--- src/rtl/rf_pkg.sv ---
// Shared types and default sizing for the parametrised register file.
// Imported by the clear sequencer and the register file top level.
package rf_pkg;

    typedef enum logic [0:0] {
        RF_IDLE  = 1'b0,
        RF_CLEAR = 1'b1
    } rf_state_t;

    localparam int RF_DATA_W = 16;
    localparam int RF_DEPTH  = 16;

endpackage

--- src/rtl/rf_clear_seq.sv ---
// Clear sequencer: sweeps zeros across the array after reset or on request.
// It also gates write acceptance so that a sweep can never race a user write.
module rf_clear_seq
    import rf_pkg::*;
#(
    parameter int DEPTH  = RF_DEPTH,
    parameter int ADDR_W = $clog2(DEPTH)
) (
    input  logic              CLK,
    input  logic              RST_N,
    input  logic              CLR_start,
    output logic              CLR_busy,
    output logic              CLR_done,
    output logic              W_rdy,
    output logic [ADDR_W-1:0] sweep_addr
);

    localparam logic [ADDR_W-1:0] LAST_ADDR = ADDR_W'(DEPTH - 1);

    rf_state_t         state_reg, state_next;
    logic [ADDR_W-1:0] ptr_reg, ptr_next;
    logic              done_reg, done_next;

    // Reset parks the FSM in CLEAR, so a sweep starts as soon as reset is released.
    always_ff @(posedge CLK or negedge RST_N) begin
        if (!RST_N) begin
            state_reg <= RF_CLEAR;
            ptr_reg   <= '0;
            done_reg  <= 1'b0;
        end else begin
            state_reg <= state_next;
            ptr_reg   <= ptr_next;
            done_reg  <= done_next;
        end
    end

    always_comb begin
        state_next = state_reg;
        ptr_next   = ptr_reg;
        done_next  = 1'b0;
        case (state_reg)
            RF_IDLE: begin
                if (CLR_start) begin
                    state_next = RF_CLEAR;
                    ptr_next   = '0;
                end
            end
            RF_CLEAR: begin
                // DEPTH is a power of two, so the pointer wraps back to 0 here.
                ptr_next = ptr_reg + 1'b1;
                if (ptr_reg == LAST_ADDR) begin
                    state_next = RF_IDLE;
                    done_next  = 1'b1;
                end
            end
            default: begin
                state_next = RF_CLEAR;
                ptr_next   = '0;
            end
        endcase
    end

    assign CLR_busy   = (state_reg == RF_CLEAR);
    assign CLR_done   = done_reg;
    assign W_rdy      = (state_reg == RF_IDLE) && !CLR_start;
    assign sweep_addr = ptr_reg;

endmodule

--- src/rtl/param_register_file.sv ---
// Parametrised multi-read-port register file with combinational reads and
// synchronous writes, an optional zero register, optional bypass and a hardware clear sweep.
module param_register_file
    import rf_pkg::*;
#(
    parameter int DATA_W   = RF_DATA_W,
    parameter int DEPTH    = RF_DEPTH,
    parameter int ADDR_W   = $clog2(DEPTH),
    parameter int NUM_RD   = 2,
    parameter int ZERO_REG = 0,
    parameter int BYPASS   = 1
) (
    input  logic                     CLK,
    input  logic                     RST_N,
    input  logic [DATA_W-1:0]        W_data,
    input  logic [ADDR_W-1:0]        W_addr,
    input  logic                     W_wr,
    output logic                     W_rdy,
    input  logic [NUM_RD*ADDR_W-1:0] R_addr,
    output logic [NUM_RD*DATA_W-1:0] R_data,
    input  logic                     CLR_start,
    output logic                     CLR_busy,
    output logic                     CLR_done
);

    logic [DATA_W-1:0] regfile [DEPTH];

    logic [ADDR_W-1:0] sweep_addr;
    logic              zero_hit_w;
    logic              user_wr;
    logic              arr_we;
    logic [ADDR_W-1:0] arr_addr;
    logic [DATA_W-1:0] arr_data;

    rf_clear_seq #(
        .DEPTH  (DEPTH),
        .ADDR_W (ADDR_W)
    ) u_clear_seq (
        .CLK        (CLK),
        .RST_N      (RST_N),
        .CLR_start  (CLR_start),
        .CLR_busy   (CLR_busy),
        .CLR_done   (CLR_done),
        .W_rdy      (W_rdy),
        .sweep_addr (sweep_addr)
    );

    // A user write that targets the hardwired zero register is accepted but discarded.
    assign zero_hit_w = (ZERO_REG != 0) && (W_addr == '0);
    assign user_wr    = W_wr && W_rdy && !zero_hit_w;

    always_comb begin
        arr_we   = 1'b0;
        arr_addr = W_addr;
        arr_data = W_data;
        if (CLR_busy) begin
            arr_we   = 1'b1;
            arr_addr = sweep_addr;
            arr_data = '0;
        end else if (user_wr) begin
            arr_we = 1'b1;
        end
    end

    // The array is deliberately left out of reset; the sweep clears it instead.
    always_ff @(posedge CLK) begin
        if (arr_we) begin
            regfile[arr_addr] <= arr_data;
        end
    end

    for (genvar gi = 0; gi < NUM_RD; gi++) begin : g_rd
        logic [ADDR_W-1:0] rd_addr;
        logic [DATA_W-1:0] rd_data;

        assign rd_addr = R_addr[gi*ADDR_W +: ADDR_W];

        always_comb begin
            if (CLR_busy) begin
                rd_data = '0;
            end else if ((ZERO_REG != 0) && (rd_addr == '0)) begin
                rd_data = '0;
            end else if ((BYPASS != 0) && user_wr && (W_addr == rd_addr)) begin
                rd_data = W_data;
            end else begin
                rd_data = regfile[rd_addr];
            end
        end

        assign R_data[gi*DATA_W +: DATA_W] = rd_data;
    end

endmodule

--- config.mk ---
export PLATFORM = sky130hd
export DESIGN_NAME = param_register_file
export DESIGN_NICKNAME = d
export VERILOG_FILES = /design/src/rtl/rf_pkg.sv /design/src/rtl/rf_clear_seq.sv /design/src/rtl/param_register_file.sv
export SDC_FILE = /design/constraint.sdc
export NUM_CORES = 1
export LEC_CHECK = 0
export ABC_CLOCK_PERIOD_IN_PS = 3000
export CAP_MARGIN = 20
export CORE_MARGIN = 3
export CORE_UTILIZATION = 45
export CTS_CLUSTER_DIAMETER = 100
export DETAILED_ROUTE_END_ITERATION = 8
export GPL_TIMING_DRIVEN = 1
export HOLD_SLACK_MARGIN = 0.15
export RECOVER_POWER = 25
export SYNTH_ARGS = -nofsm -noshare
export SYNTH_HDL_FRONTEND = slang
export SYNTH_SLANG_ARGS = --single-unit
--- constraint.sdc ---
create_clock -name CLK -period 3 [get_ports CLK]
set_input_delay 0.45 -clock CLK [delete_from_list [all_inputs] [get_ports CLK]]
set_output_delay 0.45 -clock CLK [all_outputs]
set_load 0.05 [all_outputs]
==> results list, run 1 <==
- The flow ran to the end, and the final reports show no timing, DRC or antenna violations.
- The worst setup path is captured at a primary output.
- On the critical path the largest part of the delay comes from buffers and inverters.
- Initial core utilization: 46.4%
- Relative to the synthesized area, the layout overhead comes to 20.0%.
- Post-detailed-route wirelength per cell: 30.4 um
* Pins over their slew limit: 0
- The tightest min-delay check is of the flop to flop type.
- Final Cycle Share: 96.7%
- The die covers 0.0301 mm^2.
- Count of unique library cells instantiated by Yosys: 35
- TritonCTS clock tree: done
- The first detailed-routing pass took 5 iterations.
* Post-detailed-route count of antenna-violating nets: 0
- For the pin with the worst max-slew slack, the measured transition is around 0.77 ns.
- CTS built an H-tree with a depth of 1.
- Area occupied by multi-input gates: about 0.0045 mm^2
- Critical-path maximum fanout: 18
- Post-Route WL: ~35 mm
- In the synthesized netlist, the cells that appear most often are sky130_fd_sc_hd__edfxtp_1, sky130_fd_sc_hd__mux4_2, sky130_fd_sc_hd__a22o_1.
- Via total after detailed routing: 7472
* Post CTS Setup Buffer Count: 0
- Setup violations remaining at the end of the flow were counted as 0.
- During placement, the flow inserted port buffers numbering 66.
* Post-synth top area share: 60.8%
- The layout has 2104 filler cells.
* DRC errors left: 0
- Together, buffers and inverters on the worst path number 3.
- Vias per cell: between 6 and 7
- Detailed placement finished with a half-perimeter wire length of 22.3 mm.
- The analysis attributes to cell leakage a power of 5.14 nW.
* First-pass GRT wire length: 52.2 mm
* Final count of hold timing violations: 0
* CP max stage delay: ~0.53 ns
* Placement-stage cell area: 0.0144 mm^2
- A synthesized cell averages ~19 um^2.
- The later pin in the worst-skew pair is clocked with a latency of 0.54 ns.
- Max Clock Skew: 0.0152 ns
* Count of synthesis-stage warnings from yosys: 0
- The initial antenna violation count is 0.
- Maximum number of buffers from clock root to sink: 3
- After technology mapping, the gate count stands at 656.
- The finished cells cover 0.0152 mm^2.
- Setup repair after global routing left no endpoint under its margin.
- Number of violations of the max-capacitance limit: 0
* Relative max-transition margin: roughly 49%
- Initial drt markers: 805
- GRT Total Usage: between 20% and 30%
* Flip-flop and latch count after synthesis: 262
- Derived from the worst setup path, the maximum achievable clock frequency is 0.345 GHz.
- Remaining Overflow, GRT: 0
* Sum of negative setup slack: 0 ns
- Number of diodes: 0
* Max VDD drop: 0.000439 V
- Yosys instantiated no cell more often than sky130_fd_sc_hd__edfxtp_1.
- In this run the clock root is driven by a sky130_fd_sc_hd__clkbuf_16.
* Net count reported at finish: 808
- Entering global routing, the biggest net connects 56 pins.
- The number of nets in the synthesized netlist is 689.
- The share of the Yosys chip area taken by registers is 62.0%.
* List of cells traversed by the critical path: buf_4 > nor2b_1 > clkbuf_1 > a22o_1 > buf_12
* Reg2reg setup slack: 0.61 ns
- Vertical extent of the die: 174 um
- Netlist area before placement: 0.0126 mm^2
- Width of the chip: ~170 um
* Data arrival at the endpoint of the critical path: between 2 and 2.5 ns
- Via count of the first global-routing pass: 7911
- Number of cell rows: 60
- Yosys top cell by area: sky130_fd_sc_hd__edfxtp_1
- Critical path's slowest cell: sky130_fd_sc_hd__dfstp_4
* # clock sinks: 262
- Routability-driven placement finished with a final weighted congestion of 0.812.
* Number of enable-type register cells in the synthesized netlist: 256
- For this run, the leading register cell type out of synthesis is sky130_fd_sc_hd__edfxtp_1.
- Fraction of final layout cells with drive strength greater than 1: around a third
- STA classifies the critical path startpoint as a flop.
* Total CTS buffers: 29
- Clock-pin slew was measured on the worst setup and hold paths at ~0.050 ns.
* Post-synthesis async set-or-reset flop share: 2.29%
* Cell Pwr Density: 782 mW/mm^2
* Top-Level Pins: 67
- Data on the critical path is required at its endpoint by between 2 and 3 ns.
* Type of the worst setup path: flop to primary output
- Core Area: between 0.02 and 0.03 mm^2
- Across the whole layout, storage elements account for a little under 0.008 mm^2.
* Post-route minimum period: 2.90 ns
* Cell types occupying the most area after synthesis: sky130_fd_sc_hd__edfxtp_1, sky130_fd_sc_hd__mux4_2, sky130_fd_sc_hd__mux4_1
[worst paths after layout]
kind	startpoint	to	cells after the start
worst max-delay path	u_clear_seq.CLR_busy	R_data[23]	5
worst min-delay path	u_clear_seq.sweep_addr[0]	u_clear_seq.sweep_addr[0]	1
worst max register to register	u_clear_seq.CLR_busy	regfile[3][6]	5
worst min register to register	u_clear_seq.sweep_addr[0]	u_clear_seq.sweep_addr[0]	1
max in group asynchronous	RST_N	u_clear_seq.CLR_busy	2
min in group asynchronous	RST_N	u_clear_seq.CLR_done	2
[worst register-to-register path, cell delays in order, from the launching register on]
cell and delay [ns]:
sky130_fd_sc_hd__dfstp_4 0.72, sky130_fd_sc_hd__buf_4 0.28, sky130_fd_sc_hd__mux2i_1 0.26, sky130_fd_sc_hd__nand2_1 0.21, sky130_fd_sc_hd__nor2_2 0.39, sky130_fd_sc_hd__buf_12 0.24
[where the power goes]
part           switching (W)  internal (W)  leakage (nW)  total (W)
sequential          0.000352       0.00507          2.46    0.00543
clock                0.00134       0.00176         0.407    0.00310
combinational        0.00203       0.00132          2.27    0.00334
total                0.00372       0.00814          5.14     0.0119
[cell type report]
type / count / area share, %
flip-flops and latches: 262 / 51.7
multi-input cells: 340 / 29.5
repair buffers: 138 / 10.2
clock buffers: 35 / 4.93
well taps: 372 / 3.07
clock inverters: 15 / 0.470
inverters: 4 / 0.0989
[layout by cell type, fill, tap and decap left out, types with 22 or more instances in the layout]
cell type                         instances
sky130_fd_sc_hd__nor2_1                  22
sky130_fd_sc_hd__clkdlybuf4s50_1         29
sky130_fd_sc_hd__edfxtp_1               256
sky130_fd_sc_hd__mux4_2                  97
sky130_fd_sc_hd__buf_12                  38
sky130_fd_sc_hd__clkbuf_16               29
sky130_fd_sc_hd__a22oi_1                 34
sky130_fd_sc_hd__mux4_1                  31
sky130_fd_sc_hd__a22o_1                  50
sky130_fd_sc_hd__nand2_1                 23
sky130_fd_sc_hd__buf_4                   59
[layer usage]
layer  GRT usage (%)  wire, um  vias up
li1                -         -     3094
met1            32.0     14300     3991
met2            39.9     17900      326
met3            4.23      2340       61
met4            5.93       875        0
met5               0         0        -
[flip-flops by register name, indices dropped and copies added, names as in the netlist]
name,flops
regfile,256
u_clear_seq.CLR_busy,1
u_clear_seq.CLR_done,1
u_clear_seq.sweep_addr,4
[per-stage QoR]
stage | hold WS [ns] | setup slack [ns] | total power [W] | cells | util (%)
after global placement | 0.560 | 0.222 | 0.00870 | 1115 | 52.7
after floorplan | 0.154 | 0.417 | 0.00723 | 656 | -
after global routing | 0.642 | 0.0175 | 0.0123 | 1166 | 55.7
final | 0.601 | 0.0977 | 0.0119 | 1166 | 55.7
after detailed placement | 0.591 | 0.224 | 0.00884 | 1115 | 52.7
after CTS | 0.600 | 0.0731 | 0.0119 | 1166 | 55.8
[kinds of logic (layout without fill, tap and decap cells)]
group / count (synthesis) / count (layout) / synth area share, %
XOR/XNOR: 10 / 10 / 0.693
multiplexers: 130 / 130 / 23.9
AND/OR/NAND/NOR: 91 / 91 / 3.30
buffers and inverters: 54 / 192 / 3.00
flip-flops: 262 / 262 / 62.0
adder cells (fa/ha/maj): 1 / 1 / 0.0989
AO/OA/AOI/OAI: 108 / 108 / 7.03
[what timing repair did]
| item | CTS | global route |
|---|---|---|
| gates resized for setup | 0 | 2 |
| setup endpoints to repair | 0 | 2 |
| hold endpoints to repair | 5 | 0 |
| hold buffers | 1 | 0 |
Note: power is estimated with default switching activity, not from simulation.
==> run 2, diff against run 1 <==
--- a/config.mk
+++ b/config.mk
@@ -11,7 +11,7 @@
 export CORE_UTILIZATION = 45
 export CTS_CLUSTER_DIAMETER = 100
 export DETAILED_ROUTE_END_ITERATION = 8
-export GPL_TIMING_DRIVEN = 1
+export GPL_TIMING_DRIVEN = 0
 export HOLD_SLACK_MARGIN = 0.15
 export RECOVER_POWER = 25
 export SYNTH_ARGS = -nofsm -noshare
==> results list, run 2 (synthesis results as in run 1) <==
* Status: completed
* Width of the chip: about 170 um
* GRT Total Usage: 22.7%
- At the end of the flow, the number of nets in the layout was between 800 and 900.
- Maximum number of pins on one net before global-route repair: 19
- For this run, the slowest stage of the critical path takes 0.54 ns.
- The register with the most flip-flops in the layout has 256 of them.
- TritonCTS clock tree: done
- STA classifies the critical path endpoint as a primary output.
* Slack of the critical path: 0.0154 ns
- Relative max-transition margin: 43.6%
- The worst-case IR drop observed on VDD is ~0.00040 V.
* Number of cell rows: 60
* Final count of hold timing violations: 0
- Max Clock Skew: between 0.008 and 0.009 ns
* Clock H-tree levels: 1
- Cell Pwr Density: a little under 800 mW/mm^2
- Data arrival at the endpoint of the critical path: ~2.5 ns
- Switching Power: 0.00369 W
* Post-Route WL: 34.4 mm
- Internal power of the cells: 0.00821 W
- Part of the total power dissipated in sequential elements: 45.3%
* Pins over their slew limit: 0
- The worst path uses slightly below 100% of the clock period.
- In the final routing, the length of wire on met1 measures 13.4 mm.
- Critical-path maximum fanout: 10
- Pin placement for this block handled 67 I/O pins.
* First-pass GRT wire length: ~50 mm
* Clk root buf: sky130_fd_sc_hd__clkbuf_16
* Count of final setup violators: 0
- Measured in cells, the most critical reg-to-reg path has a length of 5.
* Total CTS buffers: 28
* Final cell count without fillers: 1164
* Switching fraction of total power: 31.0%
* Via count of the first global-routing pass: 7732
* Setup repair after global routing missed its margin: false
- The library cell used most frequently in the layout, excluding fill and tap cells, is sky130_fd_sc_hd__edfxtp_1.
- The routed layout has 7355 vias.
* Terminus of the critical flop-to-flop path: regfile[13][4]
- After clock tree synthesis, the clock-pin slew on the worst setup and hold paths is about 0.06 ns.
* Remaining Overflow, GRT: 0
- Detailed route wirelength on metal2: approximately 18 mm
- Initial antenna violation count: 0
- The largest individual stage delay along the critical path comes from the cell sky130_fd_sc_hd__clkdlybuf4s50_1.
- Dpl ws: -1.14 ns
- Vertical extent of the die: 174 um
- Number of cells traversed by the worst hold path: 1
- For the pin with the worst max-slew slack, the measured transition is 0.842 ns.
- Detailed placement ended at an HPWL of 25.3 mm.
* Endpoint, Worst Hold: u_clear_seq.sweep_addr[0]
- Combinational logic is responsible for 27.1% of the overall power.
* Met3 wire length: 2.44 mm
- Clock power share: 27.7%
- # clock sinks: 262
- Data required time of the worst path: 2.55 ns
* Layout-stage area growth over the synthesis result: 20.1%
* Number of violations of the max-capacitance limit: 0
* Iteration count of the initial detailed-routing pass: 5
* DP Cell Count: 1111
- Highest clock frequency the design can meet: approximately 0.34 GHz
- List of cells traversed by the critical path: clkdlybuf4s50_1 > buf_8 > buf_6 > mux4_2 > a22oi_1 > nand2_1 > a22o_1 > buf_2
- Summed over all failing endpoints, the final setup total negative slack is 0 ns.
- Port buffering added 64 buffers.
- The routed design could run at a clock period as short as 2.98 ns.
* Design Power: about 0.012 W
* P_leak: 5.20 nW
- Reg2reg setup slack: 0.13 ns
- The tightest min-delay check is of the flop to flop type.
- DRC errors left: 0
- Post-detailed-route count of antenna-violating nets: 0
- Vias per cell: 6.32
- RD Place Congestion: 0.903
- Worst hold start: u_clear_seq.sweep_addr[0]
- Core Area: 0.0273 mm^2
* Type of the worst setup path: input pin to primary output
- regfile holds more flip-flops than any other register.
* Crit start category: input pin
- The initial utilization of the core area, before any placement, comes to 46.4%.
- Post-detailed-route wirelength per cell: 29.6 um
- The floorplan step defined a die boundary enclosing 0.0301 mm^2.
- Highest metal used: met4
- Clk Latency, worst-skew pair: 0.53 ns
* Filler instances: 2076
* Initial drt markers: 757
- In the layout the commonest cells are sky130_fd_sc_hd__edfxtp_1, sky130_fd_sc_hd__mux4_2, sky130_fd_sc_hd__a22o_1, sky130_fd_sc_hd__mux4_1, sky130_fd_sc_hd__clkbuf_16.
* Fraction of final layout cells with drive strength greater than 1: between 30% and 40%
* Number of diodes: 0
- No sink is reached through more buffers than the 3 on the longest clock path.
* Origin of the critical flop-to-flop path: u_clear_seq.CLR_busy
run 2: critical path: cells and delay by family:
kind,cells,cell delay [ns]
AOI/OAI and AO/OA,2,0.55
buffers and inverters,4,1.11
muxes,1,0.31
and+or+nand+nor,1,0.10
run 2: how the worst max path moves through the flow:
stage,end,cells after the start,startpoint,slack (ns)
6_report,R_data[24],8,R_addr[7],0.02
4_1_cts,R_data[11],5,u_clear_seq.CLR_busy,-0.08
2_1_floorplan,R_data[10],6,R_addr[3],0.42
3_3_place_gp,R_data[4],8,R_addr[2],-1.13
3_5_place_dp,R_data[5],8,R_addr[2],-1.14
5_1_grt,R_data[19],8,R_addr[4],0.001
run 2: area by class of cell:
type	instances	area, um^2	share of cell area (%)
plain buffers	47	452	2.97
clock buffers	32	737	4.85
clock inverters	19	146	0.964
inverters	4	15.0	0.0988
multi-input cells	340	4710	31.0
flip-flops and latches	262	7840	51.6
well taps	372	465	3.06
repair buffers	88	823	5.42
run 2: metal layers:
layer | vias to the layer above | track usage (%)
met5 | - | 0
met4 | 0 | 5.66
met3 | 63 | 4.91
met2 | 315 | 39.2
met1 | 3881 | 29.5
li1 | 3096 | -
run 2: timing repair:
action | 4_1_cts | 5_1_grt
resized for setup | 228 | 32
setup buffers | 0 | 4
pin swaps | 0 | 7
hold buffers | 1 | 0
endpoints found under the hold margin | 5 | 0
setup endpoints to repair | 32 | 30
gates cloned | 0 | 0
run 2: per-stage QoR:
step,hold slack [ns],utilization (%),area (um^2)
6_report,0.606,55.7,15200
5_1_grt,0.630,55.7,15200
2_1_floorplan,0.154,-,12600
4_1_cts,0.607,55.3,15100
3_3_place_gp,0.571,50.5,13700
3_5_place_dp,0.592,51.6,14100
run 2: power by group through the flow:
stage	sequential, W	combinational, W	clock, W
6_report	0.00538	0.00322	0.00330
5_1_grt	0.00546	0.00337	0.00349
4_1_cts	0.00538	0.00319	0.00334
3_5_place_dp	0.00545	0.00314	0
3_3_place_gp	0.00541	0.00278	0
2_1_floorplan	0.00536	0.00187	0
